<file path="src/rtl/ddr_m2a_rdata.sv">
// rtl/ddr_m2a_rdata.sv - MBA-to-AXI read-return path: command/data buffering and R-channel replay
module ddr_m2a_rdata #(
  parameter int P_DEPTH  = 3,
  parameter int P_CDEPTH = 2,
  parameter int P_WIDTH  = 32,
  parameter int P_IDW    = 4
) (
  input  logic               clk_i,
  input  logic               reset_i,
  input  logic               clr_i,
  input  logic               cmd_valid_i,
  output logic               cmd_ready_o,
  input  logic [P_IDW-1:0]   cmd_id_i,
  input  logic [7:0]         cmd_len_i,
  input  logic               mba_rvalid_i,
  input  logic [P_WIDTH-1:0] mba_rdata_i,
  input  logic               mba_rerr_i,
  output logic               rvalid_o,
  input  logic               rready_i,
  output logic [P_WIDTH-1:0] rdata_o,
  output logic [P_IDW-1:0]   rid_o,
  output logic [1:0]         rresp_o,
  output logic               rlast_o,
  output logic               err_o
);

  localparam int DEPTH  = 1 << P_DEPTH;
  localparam int CDEPTH = 1 << P_CDEPTH;
  localparam int RW     = P_DEPTH + 1;
  localparam int CPW    = P_CDEPTH + 1;
  localparam int CW     = (P_DEPTH + 2 > 9) ? P_DEPTH + 2 : 9;

  typedef enum logic {S_IDLE, S_BURST} state_e;

  state_e             state_q, state_d;
  logic [7:0]         bcnt_q, bcnt_d;
  logic               err_q, err_d;
  logic [RW-1:0]      resv_q, resv_d;
  logic [CPW-1:0]     cwp_q, crp_q;
  logic [RW-1:0]      dwp_q, drp_q;

  logic [P_IDW-1:0]   cid_mem  [CDEPTH];
  logic [7:0]         clen_mem [CDEPTH];
  logic [P_WIDTH-1:0] ddat_mem [DEPTH];
  logic               derr_mem [DEPTH];

  logic               flush;
  logic [CPW-1:0]     c_count;
  logic               c_full, c_empty;
  logic [RW-1:0]      d_count;
  logic               d_empty;
  logic [CW-1:0]      need, avail, pend;
  logic               cmd_acc, overlong, beat_push, beat_drop;
  logic [7:0]         head_len;
  logic [P_IDW-1:0]   head_id;
  logic               rvalid, rlast, r_hs;

  assign flush   = reset_i | clr_i;
  assign c_count = cwp_q - crp_q;
  assign c_full  = (c_count == CPW'(CDEPTH));
  assign c_empty = (cwp_q == crp_q);
  assign d_count = dwp_q - drp_q;
  assign d_empty = (dwp_q == drp_q);

  // Credit check: a command is taken only if its whole burst fits in the data buffer.
  assign need        = CW'(cmd_len_i) + CW'(1);
  assign avail       = CW'(DEPTH) - CW'(resv_q);
  assign cmd_ready_o = ~flush & ~c_full & (need <= avail);
  assign cmd_acc     = cmd_valid_i & cmd_ready_o;
  assign overlong    = cmd_valid_i & (need > CW'(DEPTH));

  // Beats still owed by MBA; a command accepted this cycle already counts.
  assign pend      = CW'(resv_q) + (cmd_acc ? need : '0) - CW'(d_count);
  assign beat_push = mba_rvalid_i & (pend != '0);
  assign beat_drop = mba_rvalid_i & (pend == '0);

  assign head_len = clen_mem[crp_q[P_CDEPTH-1:0]];
  assign head_id  = cid_mem[crp_q[P_CDEPTH-1:0]];
  assign rvalid   = (state_q == S_BURST) & ~d_empty & ~flush;
  assign rlast    = (bcnt_q == head_len);
  assign r_hs     = rvalid & rready_i;

  assign rvalid_o = rvalid;
  assign rdata_o  = rvalid ? ddat_mem[drp_q[P_DEPTH-1:0]] : '0;
  assign rid_o    = rvalid ? head_id : '0;
  assign rresp_o  = (rvalid & derr_mem[drp_q[P_DEPTH-1:0]]) ? 2'b10 : 2'b00;
  assign rlast_o  = rvalid & rlast;
  assign err_o    = err_q & ~flush;

  assign resv_d = resv_q + (cmd_acc ? RW'(need) : '0) - (r_hs ? RW'(1) : '0);

  always_comb begin
    state_d = state_q;
    bcnt_d  = bcnt_q;
    err_d   = err_q | overlong | beat_drop;
    case (state_q)
      S_IDLE: begin
        bcnt_d = '0;
        if (cmd_acc) state_d = S_BURST;
      end
      S_BURST: begin
        if (r_hs) begin
          if (rlast) begin
            bcnt_d = '0;
            if (c_count == CPW'(1) && !cmd_acc) state_d = S_IDLE;
          end else begin
            bcnt_d = bcnt_q + 8'd1;
          end
        end
      end
      default: state_d = S_IDLE;
    endcase
  end

  always_ff @(posedge clk_i) begin
    if (flush) begin
      state_q <= S_IDLE;
      bcnt_q  <= '0;
      err_q   <= 1'b0;
      resv_q  <= '0;
      cwp_q   <= '0;
      crp_q   <= '0;
      dwp_q   <= '0;
      drp_q   <= '0;
    end else begin
      state_q <= state_d;
      bcnt_q  <= bcnt_d;
      err_q   <= err_d;
      resv_q  <= resv_d;
      if (cmd_acc)        cwp_q <= cwp_q + CPW'(1);
      if (r_hs && rlast)  crp_q <= crp_q + CPW'(1);
      if (beat_push)      dwp_q <= dwp_q + RW'(1);
      if (r_hs)           drp_q <= drp_q + RW'(1);
    end
  end

  // Storage needs no reset: pointers alone define what is valid.
  always_ff @(posedge clk_i) begin
    if (cmd_acc) begin
      cid_mem[cwp_q[P_CDEPTH-1:0]]  <= cmd_id_i;
      clen_mem[cwp_q[P_CDEPTH-1:0]] <= cmd_len_i;
    end
    if (beat_push) begin
      ddat_mem[dwp_q[P_DEPTH-1:0]] <= mba_rdata_i;
      derr_mem[dwp_q[P_DEPTH-1:0]] <= mba_rerr_i;
    end
  end

endmodule

</file>
<file path="config.mk">
export PLATFORM = sky130hd
export DESIGN_NAME = ddr_m2a_rdata
export DESIGN_NICKNAME = d
export VERILOG_FILES = /design/src/rtl/ddr_m2a_rdata.sv
export SDC_FILE = /design/constraint.sdc
export NUM_CORES = 1
export LEC_CHECK = 0
export ABC_CLOCK_PERIOD_IN_PS = 10440
export CORE_MARGIN = 1.5
export CORE_UTILIZATION = 45
export DETAILED_ROUTE_END_ITERATION = 6
export GPL_TIMING_DRIVEN = 0
export PLACE_DENSITY_LB_ADDON = 0.25
export SKIP_LAST_GASP = 1
export SYNTH_ARGS = -nofsm -noshare
export SYNTH_HDL_FRONTEND = slang
export SYNTH_SLANG_ARGS = --single-unit
</file>
<file path="constraint.sdc">
create_clock -name clk_i -period 10.44 [get_ports clk_i]
set_clock_uncertainty 0.15 [all_clocks]
set_input_delay 1.044 -clock clk_i [delete_from_list [all_inputs] [get_ports clk_i]]
set_output_delay 1.044 -clock clk_i [all_outputs]
set_load 0.01 [all_outputs]
</file>
**Word level (Yosys, flattened, before mapping)**

Memories as Yosys holds them, arrays and structs flattened. A register that Yosys moved wholly into a read port is not among the register bits.
Cells that the tools add are included.

- Bits in registers: 28
- RAM bits: 312
- Input bits: 51
- Output and inout port bits: 42
- Memories kept: 4

- Add/sub/neg operators: 13
- $lt $le $gt $ge: 2
- Equality and inequality tests: 5
- Mux-type cells: 25
- Bitwise logic cells: 19
- Reduce and logical (&&, ||, !) cells: 5

Memory list:

| name | words | bits a word | rd ports | clocked after Yosys merged registers in | write ports | RTL line | text |
|---|---|---|---|---|---|---|---|
| ddat_mem | 8 | 32 | 1 | 1 | 1 | 44 | `logic [P_WIDTH-1:0] ddat_mem [DEPTH];` |
| clen_mem | 4 | 8 | 1 | 1 | 1 | 43 | `logic [7:0] clen_mem [CDEPTH];` |
| cid_mem | 4 | 4 | 1 | 1 | 1 | 42 | `logic [P_IDW-1:0] cid_mem [CDEPTH];` |
| derr_mem | 8 | 1 | 1 | 1 | 1 | 45 | `logic derr_mem [DEPTH];` |

Operators by type and width:

| operator | count |
|---|---|
| two-way mux 32 bit | 1 |
| two-way mux 8 bit | 2 |
| case mux 8 bit (2 select lines) | 1 |
| bitwise AND 1 bit | 12 |
| two-way mux 3 bit | 4 |
| two-way mux 2 bit | 5 |
| adder 4 x 9 -> 9 bit | 1 |
| adder 8 x 1 -> 9 bit (second input constant) | 1 |
| > comparator 9 x 4 -> 1 bit (second input constant) | 1 |
| <= comparator 9 bit | 1 |
| zero test 9 bit | 1 |
| two-way mux 9 bit | 1 |
| nonzero test 9 bit | 1 |
| subtractor 9 x 4 -> 9 bit | 1 |
| adder 4 x 1 -> 4 bit (second input constant) | 2 |
| adder 8 x 1 -> 8 bit (second input constant) | 1 |
| equality test 8 bit | 1 |
| two-way mux 1 bit | 8 |
| two-way mux 4 bit | 2 |
| adder 3 x 1 -> 3 bit (second input constant) | 2 |
| subtractor 4 x 4 -> 5 bit (first input constant) | 1 |
| adder 4 bit | 1 |
| equality test 4 bit | 1 |
| NOT 1 bit | 4 |
| other kinds (10) | 13 |

**Depth between registers and ports, before layout**

- Word-level depth: 13
- Depth in mapped cells: 25
- Gate-level depth less buffers: 25

**Least setup slack after synthesis**

OpenSTA, ideal clock, no wires.

- Kind: input to register
- Start point: input port cmd_len_i[0]
- End point: memory ddat_mem[2][0] (enable)
- Library setup time: 0.464 ns
- Arrival: 8.024 ns
- Path slack: 1.801 ns
- Stages: 21
- Path through: ha_1 -> nand4_1 -> xnor2_1 -> ha_1 -> or3_1 -> a311oi_1 -> a211oi_1 -> nor3b_1 -> buf_2 -> nand2_1 -> inv_1 -> fa_1 -> fa_1 -> a21o_1 -> a21oi_1 -> o211ai_1 -> a21oi_1 -> o31ai_1 -> a211oi_4 -> nand2b_1 -> nor3_1

- Cells in the longest elaborated chain, start to end: 11

Ends and longest elaborated chain:

| element | RTL line | text |
|---|---|---|
| start: declaration | 14 | `input logic [7:0] cmd_len_i,` |
| adder 8 x 1 -> 9 bit (*) | 66 | `assign need = CW'(cmd_len_i) + CW'(1);` |
| <= comparator 9 bit | 68 | `assign cmd_ready_o = ~flush & ~c_full & (need <= avail);` |
| bitwise AND 1 bit | 68 |  |
| bitwise AND 1 bit | 69 | `assign cmd_acc = cmd_valid_i & cmd_ready_o;` |
| two-way mux 9 bit (*) | 73 | `assign pend = CW'(resv_q) + (cmd_acc ? need : '0) - CW'(d_count);` |
| adder 4 x 9 -> 9 bit (*) | 73 |  |
| subtractor 9 x 4 -> 9 bit (*) | 73 |  |
| nonzero test 9 bit (*) | 74 | `assign beat_push = mba_rvalid_i & (pend != '0);` |
| bitwise AND 1 bit (*) | 74 |  |
| two-way mux 1 bit (*) | 143 | `if (beat_push) begin` |
| two-way mux 1 bit (implied by the code) (*) | 144 | `ddat_mem[dwp_q[P_DEPTH-1:0]] <= mba_rdata_i;` |
| end: declaration | 44 |  |

Every way passes the cells marked *; elsewhere a longest branch is shown, timed or not.

**Final worst setup path**

- Start point: input port cmd_len_i[0]
- End point: memory ddat_mem[0][16] (enable)

Same word-level chain as after synthesis.

==> metrics.yaml <==
sta:
  tns_ns: 0
  grt_setup_unrepaired: "false"
  finalCritPeriodShare_pct: 85.1
  slew_headroom_pct: 33.0
  setup_viol: 0
  max_freq_mhz: 113
  period_needed_ns: 8.89
  hold_violations: 0
  drv_slew: 0
  tightest_slew_ns: 1.01
clocking:
  cts_tree: "built"
  cts_made_buffers: 36
  clk_transition_reported_paths_ns: 0.06
  htree_levels: 2
  cts_buffer_depth: 3
  root_buffer: "clkbuf_16"
  post_cts_buffers: 0
  hold_buffers: 0
  clock-sinks: 345
  cts_resized: 0
  clkLatencyLatePin_ns: 0.51
floorplanning:
  ios: 93
  fp-row-count: 65
  die_y_um: 183
  core_region_area_um2: 31800
  die_w_um: 183
  design.die.area_um2: 33600
  initial_core_util_pct: 46.0
hold_path:
  hp-class: "reg -> reg"
  holdPathStages: 2
synth:
  synthArstFlopShare_pct: 0
  yosys_warnings: 0
  yosys.area.top_type: "edfxtp_1"
  synth_nets: 935
  yosys_register_bits: 345
  yosysSeqAreaShare_pct: 68.6
  synth_top_flop_cell: "edfxtp_1"
  syn_area_um2: 14600
  yosys-top-cells-area: "edfxtp_1 (64%), mux4_2 (12%), dfxtp_1 (4.5%), ha_1 (3.1%), mux2i_1 (2.5%)"
  synthCells: 841
  synth_edf_count: 312
  ys_types: 61
  synth.avg_cell_area_um2: 17.4
  synth_top_area_share_pct: 64.1
finish:
  final_cell_mix: "edfxtp_1 (312), clkdlybuf4s50_1 (91), mux4_2 (78)"
  diodes: 0
  fillers: 2447
  fin_util_pct: 55.2
  stdcell_area_um2: 17500
  finalNetCount: 1089
  final_common_cell: "edfxtp_1"
  layout-drive-gt1-share_pct: 17.3
  areaGrowthSynthToFinish_pct: 20.0
pwr:
  pwr-share-seq_pct: 52.1
  intPower_mw: 2.37
  power_switching_mw: 0.625
  p_per_area_nw_per_um2: 171
  vdd_drop_max_mv: 0.101
  pwr-share-clk_pct: 40.6
  pwr-share-comb_pct: 7.3
  p_leak_nw: 5.65
  p_sw_share_pct: 20.8
  power.total_mw: 3.00
global_routing:
  grt_use_met1_pct: 25.1
  antenna_found_initial: 2
  grt_overflow_total: 0
  grt_pass1_vias: 7975
  met3_usage_pct: 3.36
  grt.total_usage_pct: 17.9
  top_usage_layer: "met2"
  grt_max_degree: 30
  grt_first_pass_wirelength_um: 45300
  grtUsageMet2_pct: 29.1
critical_path:
  cp.arrival_ns: 8.96
  critPathKind: "in -> reg"
  reg2reg_depth: 26
  cp-end-kind: "register"
  cp.required_ns: 10.51
  startpoint_type: "input port"
  worstPathMaxFanout: 10
  rrSetupSlack_ns: 2.54
routing:
  wl_um: 29100
  vias: 7709
  dr.pass1.iters: 4
  drtIter0Drc: 566
  drcViolationCount: 0
  ant_nets: 0
  vias_per_cell: 5.30
  drt-wirelength-per-cell_um: 20.0
placement:
  place_hpwl_um: 19300
  placed_area_um2: 16400
  gp_congestion: 0.785
  portBuffers: 91
run:
  maxCapViolCount: 0
status:
  status: "complete, no violations"
==> routing by layer <==
metal / vias to the layer above / share of wire (%)
met4: 4 / 1.4
met5: - / 0.079
met1: 3960 / 45
met2: 137 / 49
li1: 3575 / -
met3: 33 / 4.1
==> critical path, cell delays in order <==
cell and delay, ns:
clkdlybuf4s50_1 0.78, ha_1 0.30, nand4_1 0.21, xnor2_1 0.31, ha_1 0.31, or3_1 0.37, a311oi_1 0.29, a211oi_1 0.12
nor3b_1 0.53, buf_2 0.32, nand2_1 0.11, inv_1 0.08, fa_1 0.47, fa_1 0.47, a21o_1 0.17, a21oi_1 0.28
o211ai_1 0.16, a21oi_1 0.35, o31ai_1 0.18, a211oi_4 0.44, nand2b_1 0.28, nor3_2 0.66, buf_6 0.24, buf_6 0.16
buf_6 0.15, buf_6 0.14
==> state kept, by name, indices dropped and copies added (netlist names), named ones only <==
register	flops
state_q	1
resv_q	4
crp_q	3
clen_mem	32
cwp_q	3
cid_mem	16
derr_mem	8
err_q	1
ddat_mem	256
dwp_q	4
bcnt_q	8
drp_q	4
==> synthesized netlist by cell type, types with 3 or more instances <==
master / number
clkbuf_1: 19
edfxtp_1: 312
nand3_1: 6
xor2_1: 14
a21o_1: 5
nand2_1: 31
mux4_2: 78
nand4_1: 7
a31oi_1: 3
nor3_1: 12
fa_1: 7
nand2b_1: 4
nor3b_1: 5
buf_2: 4
dfxtp_1: 33
or3_1: 3
and3_1: 3
inv_1: 36
xnor2_1: 28
a21oi_1: 17
mux2i_1: 37
nor2_1: 65
a211oi_1: 4
o21ai_0: 9
ha_1: 36
buf_1: 9
and2_1: 14
==> power groups by stage <==
stage	Sequential, mW	Clock, mW	Combinational [mW]
6_report	1.56	1.22	0.218
3_3_place_gp	1.60	0	0.195
2_1_floorplan	1.59	0	0.123
3_5_place_dp	1.59	0	0.219
5_1_grt	1.56	1.30	0.239
4_1_cts	1.56	1.25	0.221
==> cells by family (layout without fill, tap and decap cells) <==
family                   count (synthesis)  in the layout  share of synthesized area [%]
XOR/XNOR                                43             43                           2.67
adder cells (fa/ha/maj)                 43             43                           4.04
AND/OR/NAND/NOR                        162            162                           5.37
flip-flops                             345            345                           68.6
other                                    1              1                         0.0256
buffers and inverters                   72            251                           1.94
multiplexers                           115            115                           14.5
AO/OA/AOI/OAI                           60             60                           2.82
==> per-stage QoR <==
| stage | std cells | setup WS [ns] | hold WS (ns) |
|---|---|---|---|
| CTS | 1455 | 1.50 | 0.351 |
| detailed placement | 1392 | 0.956 | 0.343 |
| global route | 1455 | 0.888 | 0.380 |
| finish | 1455 | 1.55 | 0.355 |
| global placement | 1367 | -2.34 | 0.335 |
| floorplan | 841 | 1.80 | 0.308 |
==> layout make-up <==
type | count | area, um^2 | area share (%)
Clock inverter | 15 | 164 | 0.934
Clock buffer | 48 | 956 | 5.45
Tap cell | 435 | 544 | 3.10
Timing Repair Buffer | 116 | 1220 | 6.94
Multi-Input combinational cell | 424 | 4350 | 24.8
Buffer | 35 | 145 | 0.827
Inverter | 37 | 139 | 0.792
Sequential cell | 345 | 10000 | 57.2
==> path summary, 6_finish.rpt <==
path,to,from
setup / recovery,ddat_mem[0][16],cmd_len_i[0]
hold / removal,cwp_q[1],cwp_q[1]
setup reg to reg,ddat_mem[0][16],resv_q[1]
hold reg to reg,cwp_q[1],cwp_q[1]
(Power assumes the default switching activity.)
==> patch 1 (same flow settings) <==
`P_DEPTH`: 3 -> 2.
--- a/src/rtl/ddr_m2a_rdata.sv
+++ b/src/rtl/ddr_m2a_rdata.sv
@@ -1,5 +1,5 @@
 // rtl/ddr_m2a_rdata.sv - MBA-to-AXI read-return path: command/data buffering and R-channel replay
 module ddr_m2a_rdata #(
-  parameter int P_DEPTH  = 3,
+  parameter int P_DEPTH  = 2,
   parameter int P_CDEPTH = 2,
   parameter int P_WIDTH  = 32,
Function: changed (a bounded check fails within 4 cycles, from zero or initial values).
==> patch 1 against the unedited design <==
  * Final area is 35% lower
  * Largest cell class unchanged
  * Worst setup slack improved by 0.92 ns
  * Count of clock-buffer cells in the layout down 18
  * Highest routed layer is now met4
  * Largest power group unchanged
  * Total power fell by 40%
  * Via count is 32% lower
  * Wire length down 39%
  * Synthesized area is 36% lower
  * Sequential cell count fell by 136
==> patch 1: results (changes against the unedited design) <==
[critical_path]
rr_startpoint = resv_q[2]$_SDFF_PP0_
crit_path_max_fanout = 30  ; +20
slowest_stage = clkdlybuf4s50_1
crit_family = simple AND/OR/NAND/NOR gates
r2r_slack_ns = 3.90  ; +1.36 ns
critical_path_arrival_ns = 8.05  ; -0.91 ns
slowest_delay_ns = 0.76  ; -0.02 ns
reg2reg_depth = 22  ; -15%
rr_endpoint = ddat_mem[2][0]$_DFFE_PP_

[yosys]
synth_nets = 679  ; -27%
synth_edf_count = 180  ; -42%
synth_area_sq_um = 9320  ; -36%
ys_seq_area_frac = 0.642  ; -0.0437
yosys-top-cells-area = edfxtp_1 58%, mux4_2 11%, dfxtp_1 6.2%
synth-async-reset-ratio = 0  ; unchanged
yosys_warnings = 0  ; unchanged
ys_top_cells_by_count = 180 x edfxtp_1, 45 x mux4_2, 44 x and2_1
ys_types = 63  ; +3.3%

[clock_tree]
numCtsBuffers = 22  ; -39%
h-tree-depth = 1  ; -1
ctsHoldBuffers = 0  ; unchanged
clk_path_buf_depth = 3  ; unchanged
cts-resized-gates = 0  ; unchanged
post-cts-setup-buffers = 0  ; unchanged
root_buffer = clkbuf_16
insertion_delay_ns = 0.50
clkTransAtPathRegs_ns = 0.06  ; about the same

[worst_hold_path]
hold_path_class = reg -> reg
min_from = err_q$_SDFF_PP0_
min_to = err_q$_SDFF_PP0_

[route]
drtIter0Drc = 276  ; -51%
first_pass_iters = 7  ; +3
drt_wl_total_microns = 17600  ; -39%
vias_per_cell = 5.29  ; -0.11%

[power_and_ir_drop]
vdd_drop_max_uv = 85.0  ; -16%
p_sw_frac = 0.206  ; -0.00227
leakage_uw = 0.00376  ; -33%

[place]
dp_slack_ns = 1.97  ; +1.02 ns
detailed_place_hpwl_microns = 12100  ; -37%
place.gp.congestion = 0.835  ; +6.3%

[global_routing]
antenna_found_initial = 0  ; -2
grt_pass1_wl_microns = 28800  ; -36%
grt_util_all_layers = 0.169  ; -0.00986
grt_max_degree = 31  ; +3.3%
grt_pass1_vias = 5528  ; -31%

[cells_and_area]
final_layout_size_suffix_gt1_frac = 0.133  ; -0.0396
antennaDiodeCount = 0  ; unchanged
fillers = 1621  ; -34%
largest_reg_flops = 128  ; -50%
layout.nets = 798  ; -27%

[sta]
slew_headroom = 0.221  ; -0.109

[run_status]
status = complete, no violations

[patch 1: cell count changes in the layout (fill, tap and decap cells not counted), moves of 7 or more]
| cell | before | now |
|---|---|---|
| and2_1 | 14 | 44 |
| buf_6 | 19 | 0 |
| clkbuf_1 | 30 | 19 |
| clkbuf_16 | 36 | 22 |
| edfxtp_1 | 312 | 180 |
| inv_1 | 35 | 28 |
| mux2i_1 | 37 | 3 |
| mux4_2 | 78 | 45 |
| nor2_1 | 64 | 30 |
| xor2_1 | 14 | 6 |
[patch 1: through the flow]
step                power (uW)  cell area [sq um]  cells  hold WS [ns]   util
finish                    1790              11300    992         0.331  0.558
global placement          1080              10600    948         0.326  0.521
floorplan                 1030               9320    587         0.287      -
CTS                       1820              11300    992         0.341  0.558
global route              1860              11300    992         0.394  0.558
detailed placement        1090              10700    952         0.317  0.525
[patch 1: routing by layer]
layer  GRT usage  up-vias  part of all wire
met3      0.0267       18             0.047
met1       0.219     2625              0.43
li1            -     2485                 -
met4      0.0475        0             0.015
met5           0        -                 0
met2       0.296      122              0.51
[patch 1: cells by family after synthesis]
| kind of cell | count (synthesis) | synth area share |
|---|---|---|
| simple gates | 153 | 0.0913 |
| buf+inv | 46 | 0.0192 |
| other cells | 1 | 0.000402 |
| compound gates | 57 | 0.0430 |
| xor+xnor | 31 | 0.0306 |
| flops | 209 | 0.642 |
| fa+ha+maj | 41 | 0.0599 |
| mux | 49 | 0.114 |
[patch 1: worst max-delay path by stage]
stage / to / depth (start not counted) / slack (ns) / start
2_1_floorplan: ddat_mem[3][0]$_DFFE_PP_ / 23 / 3.08 / cmd_len_i[0]
3_3_place_gp: ddat_mem[3][30]$_DFFE_PP_ / 24 / 0.47 / cmd_len_i[0]
3_5_place_dp: ddat_mem[2][26]$_DFFE_PP_ / 25 / 1.97 / cmd_len_i[0]
4_1_cts: ddat_mem[2][16]$_DFFE_PP_ / 25 / 2.48 / cmd_len_i[0]
5_1_grt: ddat_mem[2][0]$_DFFE_PP_ / 25 / 1.94 / cmd_len_i[0]
6_report: ddat_mem[2][0]$_DFFE_PP_ / 25 / 2.47 / cmd_len_i[0]
[patch 1: final cells by class]
type | instances | area [sq um] | area share
clock buffer | 30 | 591 | 0.0521
clock inverter | 10 | 82.6 | 0.00729
multi-input combinational | 332 | 3170 | 0.280
buffer | 18 | 73.8 | 0.00651
sequential | 209 | 5990 | 0.528
tap | 270 | 338 | 0.0298
timing repair buffer | 95 | 991 | 0.0874
inverter | 28 | 105 | 0.00927
[patch 1: power by group through the flow]
stage               Combinational [uW]  Clock [uW]  Sequential (uW)
floorplan                         71.4           0              963
global placement                   119           0              964
detailed placement                 130           0              964
CTS                                130         739              947
global route                       141         768              948
finish                             128         718              946
==> patch 2 (config.mk and constraints unchanged) <==
Made on the original files. Put a register stage on the output `err_o`, without a reset. The value now appears one clock later. The other outputs are not delayed to match.
--- a/src/rtl/ddr_m2a_rdata.sv
+++ b/src/rtl/ddr_m2a_rdata.sv
@@ -86,5 +86,7 @@
   assign rresp_o  = (rvalid & derr_mem[drp_q[P_DEPTH-1:0]]) ? 2'b10 : 2'b00;
   assign rlast_o  = rvalid & rlast;
-  assign err_o    = err_q & ~flush;
+  always_ff @(posedge clk_i) begin
+    err_o <= err_q & ~flush;
+  end
 
   assign resv_d = resv_q + (cmd_acc ? RW'(need) : '0) - (r_hs ? RW'(1) : '0);
Formal check against the unedited RTL: not equivalent (Yosys sat finds a counterexample within 4 cycles, from zero or initial values).
==> patch 2 against the unedited design <==
  * Clock power shrank 3%
  * Via count decreased by 0.12%
  * Worst setup slack got worse by 0.047 ns
  * Wire length is 0.77% lower
  * Total power decreased by 1.2%
  * Register-to-register slack is essentially flat
  * Sequential cell count up 1
  * Worst hold slack got worse by 0.034 ns
  * Synthesized area grew 0.14%
  * Final area shrank 0.13%
==> patch 2: results (changes against the unedited design) <==
[global_routing]
grt_util_met2 = 0.296  ; +0.00526
antenna_found_initial = 0  ; -2
grt_pass1_vias = 8043  ; +0.85%
grt_util_all_layers = 0.179  ; +0.000244
grtUsageMet1 = 0.251  ; about the same

[place]
detailed_place_hpwl_microns = 19600  ; +1.5%
dp.cells = 1391  ; -0.072%
place_area_sq_um = 16400  ; about the same
dp_slack_ns = 0.973  ; +0.0170 ns

[critical_path]
crit_end = ddat_mem[4][8]$_DFFE_PP_
critical_path_arrival_ns = 8.99  ; +0.03 ns
r2r_slack_ns = 2.53  ; about the same

[power_and_ir_drop]
p_seq_frac = 0.528  ; +0.007
p_int_uw = 2350  ; -1.2%
vdd_drop_max_uv = 88.6  ; -12%

[worst_hold_path]
min_to = err_o$_DFF_P_
min_from = err_q$_SDFF_PP0_

[yosys]
ys_seq_area_frac = 0.686  ; about the same
synth_nets = 936  ; +0.11%
synthCells = 842  ; +0.12%
yosys-top-cells-area = edfxtp_1 64%, mux4_2 12%, dfxtp_1 4.6%
ys_types = 61  ; unchanged

[run_status]
status = complete, no violations

[sta]
holdWs_ns = 0.320  ; -0.0345 ns
layout_min_cycle_time_ns = 8.93  ; +0.0467 ns
slew_headroom = 0.304  ; -0.0252

[cells_and_area]
layout.nets = 1087  ; -0.18%
final_layout_size_suffix_gt1_frac = 0.170  ; -0.00294
fillers = 2483  ; +1.5%

[route]
vias = 7700  ; -0.12%
vias_per_cell = 5.29  ; -0.12%
wl_per_cell_microns = 19.8  ; -0.77%

[clock_tree]
h-tree-depth = 2  ; unchanged

patch 2: changes by cell type after synthesis, sizes merged:
cell and change:
dfxtp +1
patch 2: area by class of cell:
type                            instances  area (sq um)  area share
Buffer                                 35           145     0.00828
Clock buffer                           53           997      0.0569
Clock inverter                         11          98.8     0.00564
Inverter                               37           139     0.00793
Multi-Input combinational cell        424          4350       0.248
Sequential cell                       346         10000       0.574
Tap cell                              435           544      0.0311
Timing Repair Buffer                  114          1200      0.0684
patch 2: cell families (layout without fill, tap and decap cells):
group           after synthesis  after routing  synth area share
compound gates               60             60            0.0281
xor+xnor                     43             43            0.0267
fa+ha+maj                    43             43            0.0403
buf+inv                      72            250            0.0194
flops                       346            346             0.686
mux                         115            115             0.145
other cells                   1              1          0.000256
simple gates                162            162            0.0537
patch 2: metal layers:
layer  wire, microns  vias up
li1                -     3575
met4             401        0
met2           14100      167
met3            1290       31
met5               0        -
met1           13100     3927
